`config.mk`:
```
export PLATFORM = sky130hd
export DESIGN_NAME = multi_issue_control
export DESIGN_NICKNAME = d
export VERILOG_FILES = /design/src/rtl/issue_pkg.sv /design/src/rtl/lane_decode.sv /design/src/rtl/multi_issue_control.sv
export SDC_FILE = /design/constraint.sdc
export NUM_CORES = 1
export LEC_CHECK = 0
export CORE_MARGIN = 5
export CORE_UTILIZATION = 43
export DETAILED_ROUTE_END_ITERATION = 8
export PLACE_DENSITY = 0.81
export SLEW_MARGIN = 20
export SYNTH_ARGS = -nofsm -noshare
export SYNTH_HDL_FRONTEND = slang
export SYNTH_SLANG_ARGS = --single-unit
```
`constraint.sdc`:
```
create_clock -name clk -period 2.1 [get_ports clk]
set_input_delay 0.42 -clock clk [delete_from_list [all_inputs] [get_ports clk]]
set_output_delay 0.42 -clock clk [all_outputs]
set_load 0.03 [all_outputs]
```
`src/rtl/issue_pkg.sv`:
```
// rtl/issue_pkg.sv - shared opcodes, ALU op encodings and per-lane control struct
package issue_pkg;

    localparam logic [6:0] OP_RTYPE = 7'b0110011;
    localparam logic [6:0] OP_ITYPE = 7'b0010011;

    typedef enum logic [3:0] {
        ALU_ADD  = 4'b0000,
        ALU_SUB  = 4'b0001,
        ALU_AND  = 4'b0010,
        ALU_OR   = 4'b0011,
        ALU_XOR  = 4'b0100,
        ALU_SLL  = 4'b0101,
        ALU_SRA  = 4'b0110,
        ALU_SRL  = 4'b0111,
        ALU_SLT  = 4'b1000,
        ALU_SLTU = 4'b1001
    } alu_op_t;

    typedef logic [2:0] imm_src_t;
    localparam imm_src_t IMM_I = 3'b000;

    typedef struct packed {
        alu_op_t  alu_op;
        logic     alu_src;
        imm_src_t imm_src;
        logic     reg_write;
        logic     illegal;
    } lane_ctrl_t;

    localparam lane_ctrl_t CTRL_NOP = '{
        alu_op:    ALU_ADD,
        alu_src:   1'b0,
        imm_src:   IMM_I,
        reg_write: 1'b0,
        illegal:   1'b0
    };

endpackage

```
`src/rtl/lane_decode.sv`:
```
// rtl/lane_decode.sv - combinational single-lane R/I-type ALU decode
module lane_decode
    import issue_pkg::*;
(
    input  logic [6:0] op,
    input  logic [2:0] funct3,
    input  logic       funct7,
    output lane_ctrl_t ctrl
);

    logic is_r;
    logic is_i;

    assign is_r = (op == OP_RTYPE);
    assign is_i = (op == OP_ITYPE);

    always_comb begin
        ctrl = CTRL_NOP;
        if (is_r || is_i) begin
            ctrl.reg_write = 1'b1;
            ctrl.alu_src   = is_i;
            ctrl.imm_src   = IMM_I;
            case (funct3)
                3'd0: ctrl.alu_op = (is_r && funct7) ? ALU_SUB : ALU_ADD;
                3'd1: ctrl.alu_op = ALU_SLL;
                3'd2: ctrl.alu_op = ALU_SLT;
                3'd3: ctrl.alu_op = ALU_SLTU;
                3'd4: ctrl.alu_op = ALU_XOR;
                3'd5: ctrl.alu_op = funct7 ? ALU_SRA : ALU_SRL;
                3'd6: ctrl.alu_op = ALU_OR;
                3'd7: ctrl.alu_op = ALU_AND;
                default: ctrl.alu_op = ALU_ADD;
            endcase
        end else begin
            ctrl.illegal = 1'b1;
        end
    end

endmodule

```
`src/rtl/multi_issue_control.sv`:
```
// rtl/multi_issue_control.sv - N-lane issue control with intra-bundle hazard splitting
module multi_issue_control
    import issue_pkg::*;
#(
    parameter int LANES = 2,
    parameter int CNT_W = 16
) (
    input  logic                 clk,
    input  logic                 rst,
    input  logic [LANES-1:0]     valid_i,
    input  logic [7*LANES-1:0]   op_i,
    input  logic [3*LANES-1:0]   funct3_i,
    input  logic [LANES-1:0]     funct7_i,
    input  logic [5*LANES-1:0]   rd_i,
    input  logic [5*LANES-1:0]   rs1_i,
    input  logic [5*LANES-1:0]   rs2_i,
    input  logic                 trigger_i,
    output logic                 bundle_ack_o,
    output logic [LANES-1:0]     issue_o,
    output logic [4*LANES-1:0]   ALUControl_o,
    output logic [LANES-1:0]     ALUSrc_o,
    output logic [3*LANES-1:0]   ImmSrc_o,
    output logic [LANES-1:0]     RegWrite_o,
    output logic [LANES-1:0]     illegal_o,
    output logic [CNT_W-1:0]     split_cnt_o,
    output logic [CNT_W-1:0]     stall_cnt_o
);

    lane_ctrl_t       ctrl [LANES];
    logic [4:0]       rd   [LANES];
    logic [4:0]       rs1  [LANES];
    logic [4:0]       rs2  [LANES];
    logic [LANES-1:0] is_r;

    logic [LANES-1:0] pend;
    logic [LANES-1:0] cand;
    logic [LANES-1:0] grp;
    logic [LANES-1:0] rest;
    logic [LANES-1:0] issue;
    logic             blocked;
    logic             hazard;

    for (genvar k = 0; k < LANES; k++) begin : g_lane
        lane_decode u_lane_decode (
            .op     (op_i[7*k +: 7]),
            .funct3 (funct3_i[3*k +: 3]),
            .funct7 (funct7_i[k]),
            .ctrl   (ctrl[k])
        );
        assign rd[k]   = rd_i[5*k +: 5];
        assign rs1[k]  = rs1_i[5*k +: 5];
        assign rs2[k]  = rs2_i[5*k +: 5];
        assign is_r[k] = (op_i[7*k +: 7] == OP_RTYPE);
    end

    // Grow the issue group oldest-first; the first lane that depends on a
    // lane already in the group closes it, so the first candidate always goes.
    always_comb begin
        cand    = (pend == '0) ? valid_i : pend;
        grp     = '0;
        blocked = 1'b0;
        hazard  = 1'b0;
        for (int j = 0; j < LANES; j++) begin
            hazard = 1'b0;
            for (int i = 0; i < LANES; i++) begin
                if (i < j && grp[i] && ctrl[i].reg_write && rd[i] != '0 &&
                    (rd[i] == rs1[j] || (is_r[j] && rd[i] == rs2[j]) || rd[i] == rd[j])) begin
                    hazard = 1'b1;
                end
            end
            if (cand[j] && !blocked) begin
                if (hazard) begin
                    blocked = 1'b1;
                end else begin
                    grp[j] = 1'b1;
                end
            end
        end
    end

    assign rest         = cand & ~grp;
    assign issue        = trigger_i ? '0 : grp;
    assign bundle_ack_o = !trigger_i && (rest == '0);

    always_ff @(posedge clk or posedge rst) begin
        if (rst) begin
            pend         <= '0;
            issue_o      <= '0;
            ALUControl_o <= '0;
            ALUSrc_o     <= '0;
            ImmSrc_o     <= '0;
            RegWrite_o   <= '0;
            illegal_o    <= '0;
            split_cnt_o  <= '0;
            stall_cnt_o  <= '0;
        end else begin
            issue_o <= issue;
            for (int k = 0; k < LANES; k++) begin
                ALUControl_o[4*k +: 4] <= issue[k] ? ctrl[k].alu_op : ALU_ADD;
                ALUSrc_o[k]            <= issue[k] && ctrl[k].alu_src;
                ImmSrc_o[3*k +: 3]     <= issue[k] ? ctrl[k].imm_src : IMM_I;
                RegWrite_o[k]          <= issue[k] && ctrl[k].reg_write;
                illegal_o[k]           <= issue[k] && ctrl[k].illegal;
            end
            if (trigger_i) begin
                if (stall_cnt_o != '1) begin
                    stall_cnt_o <= stall_cnt_o + CNT_W'(1);
                end
            end else begin
                pend <= rest;
                if (pend == '0 && rest != '0 && split_cnt_o != '1) begin
                    split_cnt_o <= split_cnt_o + CNT_W'(1);
                end
            end
        end
    end

endmodule

```
; ---- Word-level counts from Yosys, hierarchy flattened
; Cells that the tools add are included.
[totals]
wordCells = 85
regBits = 56
output_inout_bits = 55
inputBits = 57
[classes]
muxes = 20
bitwise_logic = 3
n_addsub = 2
n_reduce_logical = 28
n_eq_ne = 23
[ops]
columns = cell, count
row1 = $pmux W4 S8, 2
row2 = $add A16 B1 Y16 const B, 2
row3 = $ne A16 B16 Y1 const B, 2
row4 = $eq A3 B3 Y1 const B, 8
row5 = $mux W9, 2
row6 = $eq A5 B5 Y1, 3
row7 = $logic_and A1 B1 Y1, 15
row8 = $eq A7 B5 Y1 const B, 2
row9 = $eq A7 B6 Y1 const B, 2
row10 = $eq A3 B2 Y1 const B, 4
row11 = $mux W1, 10
row12 = $mux W4, 2
row13 = $eq A3 B1 Y1 const B, 2
row14 = $logic_not A3 Y1, 2
row15 = $mux W3, 2
row16 = $reduce_bool A5 Y1, 1
row17 = $logic_not A2 Y1, 2
row18 = $logic_or A1 B1 Y1, 4
row19 = $mux W2, 2
row20 = $reduce_and A2 Y1, 2
row21 = $and A2 B2 Y2, 1
row22 = $not A2 Y2, 1
row23 = $reduce_bool A2 Y1, 1
row24 = $logic_not A1 Y1, 1
row25 = $not A1 Y1, 1

; ---- Logic depth before layout (Yosys ltp)
[logic_depth]
word_depth = 17
mapped_depth = 7
mapped_depth_nobuf = 7

; ---- Hierarchy
; Synthesis repeated with hierarchy kept, for this count alone.
[unflattened]
cells_unflattened = 260
hier_area_um2 = 2877.8
[by_module_without_submodules]
columns = module, seq_area_each_um2, n_inst, cells_per_inst, area_each_um2
row1 = multi_issue_control, 1376.3, 1, 222, 2582.5
row2 = lane_decode, 0.0, 2, 19, 147.6

; ---- Least setup slack after synthesis
; Ideal clock, no wire load.
[synth_path]
kind = input to output
startpoint = in rd_i[1]
endpoint = out bundle_ack_o
path_stages = 6
arrival_ns = 1.918
required_time_ns = 1.680
slack_ns = -0.238
n_path_buf = 1
path_cell_list = or4_1 -> nor2_1 -> or3_1 -> buf_6 -> nor2_1 -> a21oi_1
[synth_between]
elab_chain_cells = 12
elab_cells_between_ends = 16
classes_between = eq/ne: 3 / mux: 3 / bitwise: 2 / reduce/logical: 8
[synth_rtl]
columns = item, line
row1 = start: declaration, multi_issue_control.sv:14  ; input logic [5*LANES-1:0] rd_i,
row2 = $eq A5 B5 Y1, multi_issue_control.sv:67  ; (rd[i] == rs1[j] || (is_r[j] && rd[i] == rs2[j]) || rd[i] == rd[j])) begin
row3 = $logic_and A1 B1 Y1, multi_issue_control.sv:67
row4 = $logic_or A1 B1 Y1 (2 in series), multi_issue_control.sv:67
row5 = $logic_and A1 B1 Y1 (*), multi_issue_control.sv:66  ; if (i < j && grp[i] && ctrl[i].reg_write && rd[i] != '0 &&
row6 = $mux W1 (*), multi_issue_control.sv:66
row7 = $mux W1 (*), multi_issue_control.sv:72  ; if (hazard) begin
row8 = $mux W1 (*), multi_issue_control.sv:71  ; if (cand[j] && !blocked) begin
row9 = $not A2 Y2 (*), multi_issue_control.sv:81  ; assign rest = cand & ~grp;
row10 = $and A2 B2 Y2 (*), multi_issue_control.sv:81
row11 = $logic_not A2 Y1 (*), multi_issue_control.sv:83  ; assign bundle_ack_o = !trigger_i && (rest == '0);
row12 = $logic_and A1 B1 Y1 (*), multi_issue_control.sv:83
row13 = end: declaration, multi_issue_control.sv:18  ; output logic bundle_ack_o,
; Mark *: on every way between the ends. The rest lies on a longest branch, timed or not.

; ---- Worst setup path in the final report
[layout_path]
startpoint = in rd_i[4]
endpoint = out bundle_ack_o
; Same word-level chain as after synthesis.

==> impl.org <==
** Run status
- Status :: complete, no violations

** Power
- For this design the ratio of total power to cell area is 612.3 nW/µm².
- VDD sags by at most 0.7440 mV.
- Static leakage :: 1.824 nW
- Post-layout total power :: 2.501 mW

** Worst hold path
- The min-delay analysis places its worst path in the category in2async.

** Die
- From left edge to right edge, the die measures 88.60 µm.
- In this run the count of I/O pins placed on the die edge is 112.
- For this configuration, the core starts out at a cell density of 0.4460.
- The floorplan step defined a die boundary enclosing 7849 µm².
- The core region is 5956 µm².
- The floorplan has 28 rows.
- Die height :: 88.60 µm

** Critical path
- Most used cell along the critical path :: sky130_fd_sc_hd__nor2_4
- CP Cell Sequence :: buf_8 -> or4_4 -> nor2_4 -> or3_4 -> nor2_4 -> a21oi_4 -> buf_6
- Slowest stage cell, crit path :: sky130_fd_sc_hd__or4_4
- The worst setup path is captured at a primary output.
- Crit path DAT :: 1.68 ns
- Category of the worst setup path launch point :: input port
- CP Class :: in2out
- Worst path depth :: 7
- At the worst endpoint, the required time is 1.68 ns.
- For this run, the slowest stage of the critical path takes 0.55 ns.
- On the critical path the largest part of the delay comes from simple AND/OR/NAND/NOR gates.
- Together, buffers and inverters on the worst path number 2.
- Crit Path Max Fanout :: 4
- Worst Reg2Reg Path Length in Cells :: 7

** Timing
- Setup repair after global routing could not meet its margin everywhere.
- Headroom to the max-slew limit :: 0.6305
- Share of the clock period used by the worst path :: 0.9984
- Max Slew Vio Count :: 0
- Fin crit period :: 2.097 ns
- Max Clock Skew :: 0.006379 ns
- Final hold violation count :: 0
- Timing would allow up to 476.9 MHz.
- Number of setup violations in the final report :: 0
- Transition time at the pin with the least slew margin :: 0.5512 ns

** Global route
- Summed over all layers, the global routing overflow is 0.
- Wire length of the first global-routing pass :: 11180 µm
- GRT Overall Usage :: 0.1829
- Entering global routing, the biggest net connects 34 pins.
- Vias in the first global route :: 2343
- Antenna violations before repair :: 0

** Placed design
- Post-DP HPWL :: 5307 µm
- At the end of routability-driven placement, the weighted congestion stood at 0.7906.
- The count of buffers added on input and output ports is 95.

** Clock tree
- For this design, the sink count on the clock tree is 49.
- Clock-pin slew of the registers on the worst-case setup and hold paths :: 0.09 ns
- At the later pin of the worst-skew pair, clock insertion delay measures 0.30 ns.
- TritonCTS created 5 clock buffers.
- CTS Root Cell :: sky130_fd_sc_hd__clkbuf_8
- TritonCTS built the clock tree.
- Buffer levels on the longest clock path :: 2
- CTS H-tree depth :: 2

** Routing
- The routed design has 6717 µm of wire.
- DRC Markers :: 0
- Using the TritonRoute via totals, the vias-per-cell ratio works out to 5.121.
- Number of DRC markers in iteration 0 :: 91
- Average routed wire per standard cell :: 14.80 µm
- Routed Antenna Nets :: 0
- Number of vias in the routed layout :: 2325
- Before antenna repair, the detailed router went through 4 iterations.

** Yosys
- Seq cells post-synth :: 49
- Of the synthesized area, sequential elements account for 0.4616.
- Post-synthesis cell type count :: 50
- Yosys warns :: 0
- In this run, synthesis inferred 0 flip-flops with an integrated enable.
- Synthesis produced 243 cells.
- Area of the mapped netlist :: 2656 µm²
- Proportion of register bits with asynchronous set or reset after synthesis :: 1.000
- Among all flip-flop cells after synthesis, the most frequent one is sky130_fd_sc_hd__dfrtp_1.
- Dividing the synthesized area by the synthesized cell count gives 10.93 µm².

** Cells and area
- Share of post-route cells with drive strength above 1 :: 0.2454
- Layout-stage area growth over the synthesis result :: 53.79%
- Final #Nets :: 437
- Count of inserted antenna diode cells :: 0
- Core Util, Final :: 0.6859

** Job
- The tool flagged a number of max-cap violations equal to 0.
[cell usage in the layout, fill, tap and decap left out, types with 4 or more instances in the layout]
cell type,n
sky130_fd_sc_hd__xnor2_1,28
sky130_fd_sc_hd__dlygate4sd2_1,19
sky130_fd_sc_hd__conb_1,6
sky130_fd_sc_hd__and2_1,4
sky130_fd_sc_hd__a21oi_1,6
sky130_fd_sc_hd__nor3_1,8
sky130_fd_sc_hd__nand3_1,12
sky130_fd_sc_hd__buf_4,36
sky130_fd_sc_hd__and3_1,7
sky130_fd_sc_hd__nor3_2,4
sky130_fd_sc_hd__inv_1,6
sky130_fd_sc_hd__buf_2,4
sky130_fd_sc_hd__dfrtp_1,48
sky130_fd_sc_hd__nand4_1,13
sky130_fd_sc_hd__clkdlybuf4s50_1,63
sky130_fd_sc_hd__xor2_1,13
sky130_fd_sc_hd__nor4_2,4
sky130_fd_sc_hd__clkbuf_8,6
sky130_fd_sc_hd__nand2_1,12
sky130_fd_sc_hd__nor2_1,16
[routing by layer]
metal / part of all wire / vias to the layer above / track usage
met4: 0.016 / 0 / 0.05495
met3: 0.069 / 10 / 0.04283
met1: 0.39 / 1112 / 0.2174
met2: 0.53 / 85 / 0.3277
met5: 0 / - / 0
li1: - / 1118 / -
[Yosys cell counts (3+ instances only)]
cell,count,area share
sky130_fd_sc_hd__nand2b_1,3,0.0071
sky130_fd_sc_hd__xnor2_1,28,0.092
sky130_fd_sc_hd__nand3_1,12,0.023
sky130_fd_sc_hd__inv_1,7,0.0099
sky130_fd_sc_hd__a21oi_1,7,0.013
sky130_fd_sc_hd__nor3_1,8,0.015
sky130_fd_sc_hd__xor2_1,13,0.043
sky130_fd_sc_hd__nand4_1,13,0.031
sky130_fd_sc_hd__and3_1,8,0.019
sky130_fd_sc_hd__nor3_2,4,0.015
sky130_fd_sc_hd__nor4b_2,3,0.017
sky130_fd_sc_hd__dfrtp_1,49,0.46
sky130_fd_sc_hd__nor2_1,19,0.027
sky130_fd_sc_hd__buf_4,7,0.020
sky130_fd_sc_hd__nor4_2,4,0.019
sky130_fd_sc_hd__and2_1,4,0.0094
sky130_fd_sc_hd__nand2_1,12,0.017
sky130_fd_sc_hd__o21ai_0,3,0.0057
[sequential cells by signal, summed over array words and instances, names as in the netlist]
signal and flops:
ALUControl_o 8, split_cnt_o 16, illegal_o 2, pend 1, issue_o 2, ALUSrc_o 2, RegWrite_o 2, stall_cnt_o 16
[metrics by stage]
step	hold slack, ns	setup WS (ns)	cells	area [µm²]	TNS, ns
detailed placement	0.4922	-0.4404	435	3886	-8.089
global placement	0.4770	-0.3844	435	3886	-6.394
CTS	0.4171	0.001000	449	4046	0
floorplan	0.4845	0.006565	248	2696	0
finish	0.4148	0.003278	454	4085	0
global route	0.4368	-0.04150	454	4085	-0.05038
[cell type report]
type,instances,area [µm²]
fillers,480,1871
multi-input cells,182,1409
flip-flops and latches,49,1227
repair buffers,133,1212
well taps,75,93.84
clock buffers,7,86.33
clock inverters,1,30.03
inverters,7,26.28
[what timing repair did]
item | in CTS | in global routing
hold buffers | 0 | 0
gates cloned | 0 | 0
resized for setup | 58 | 13
pin swaps | 23 | 12
setup endpoints to repair | 8 | 1
buffers inserted | 6 | 5
[where the power goes]
part / switching (mW) / internal [mW] / total, mW
Sequential: 0.0850 / 1.02 / 1.10
Clock: 0.306 / 0.389 / 0.695
Combinational: 0.366 / 0.336 / 0.702
[worst register-to-register path: stages, from the launching register on]
cell                       delay (ns)
sky130_fd_sc_hd__dfrtp_1         0.44
sky130_fd_sc_hd__and3_4          0.26
sky130_fd_sc_hd__nand4_4         0.15
sky130_fd_sc_hd__o311ai_4        0.40
sky130_fd_sc_hd__buf_4           0.19
sky130_fd_sc_hd__nor2_4          0.04
sky130_fd_sc_hd__nand2_2         0.09
sky130_fd_sc_hd__mux2_4          0.30
[logic make-up after synthesis]
| family | synth area share |
|---|---|
| xor gates and xnor gates | 0.1352 |
| buffers and inverters | 0.04004 |
| DFF | 0.4616 |
| adders and majority gates | 0.009419 |
| other | 0.001412 |
| AOI/OAI and AO/OA | 0.06595 |
| muxes | 0.01413 |
| and+or+nand+nor | 0.2723 |
[worst paths after layout]
kind                                 from              to  slack [ns]
min                                   rst     ALUSrc_o[0]        0.41
min reg2reg                stall_cnt_o[6]  stall_cnt_o[6]        0.50
min in group clk           stall_cnt_o[6]  stall_cnt_o[6]        0.50
max in group asynchronous             rst  stall_cnt_o[4]        1.18
max reg2reg                split_cnt_o[6]  split_cnt_o[1]        0.13
max                               rd_i[4]    bundle_ack_o       0.003
Power figures use the tool's default switching activity.
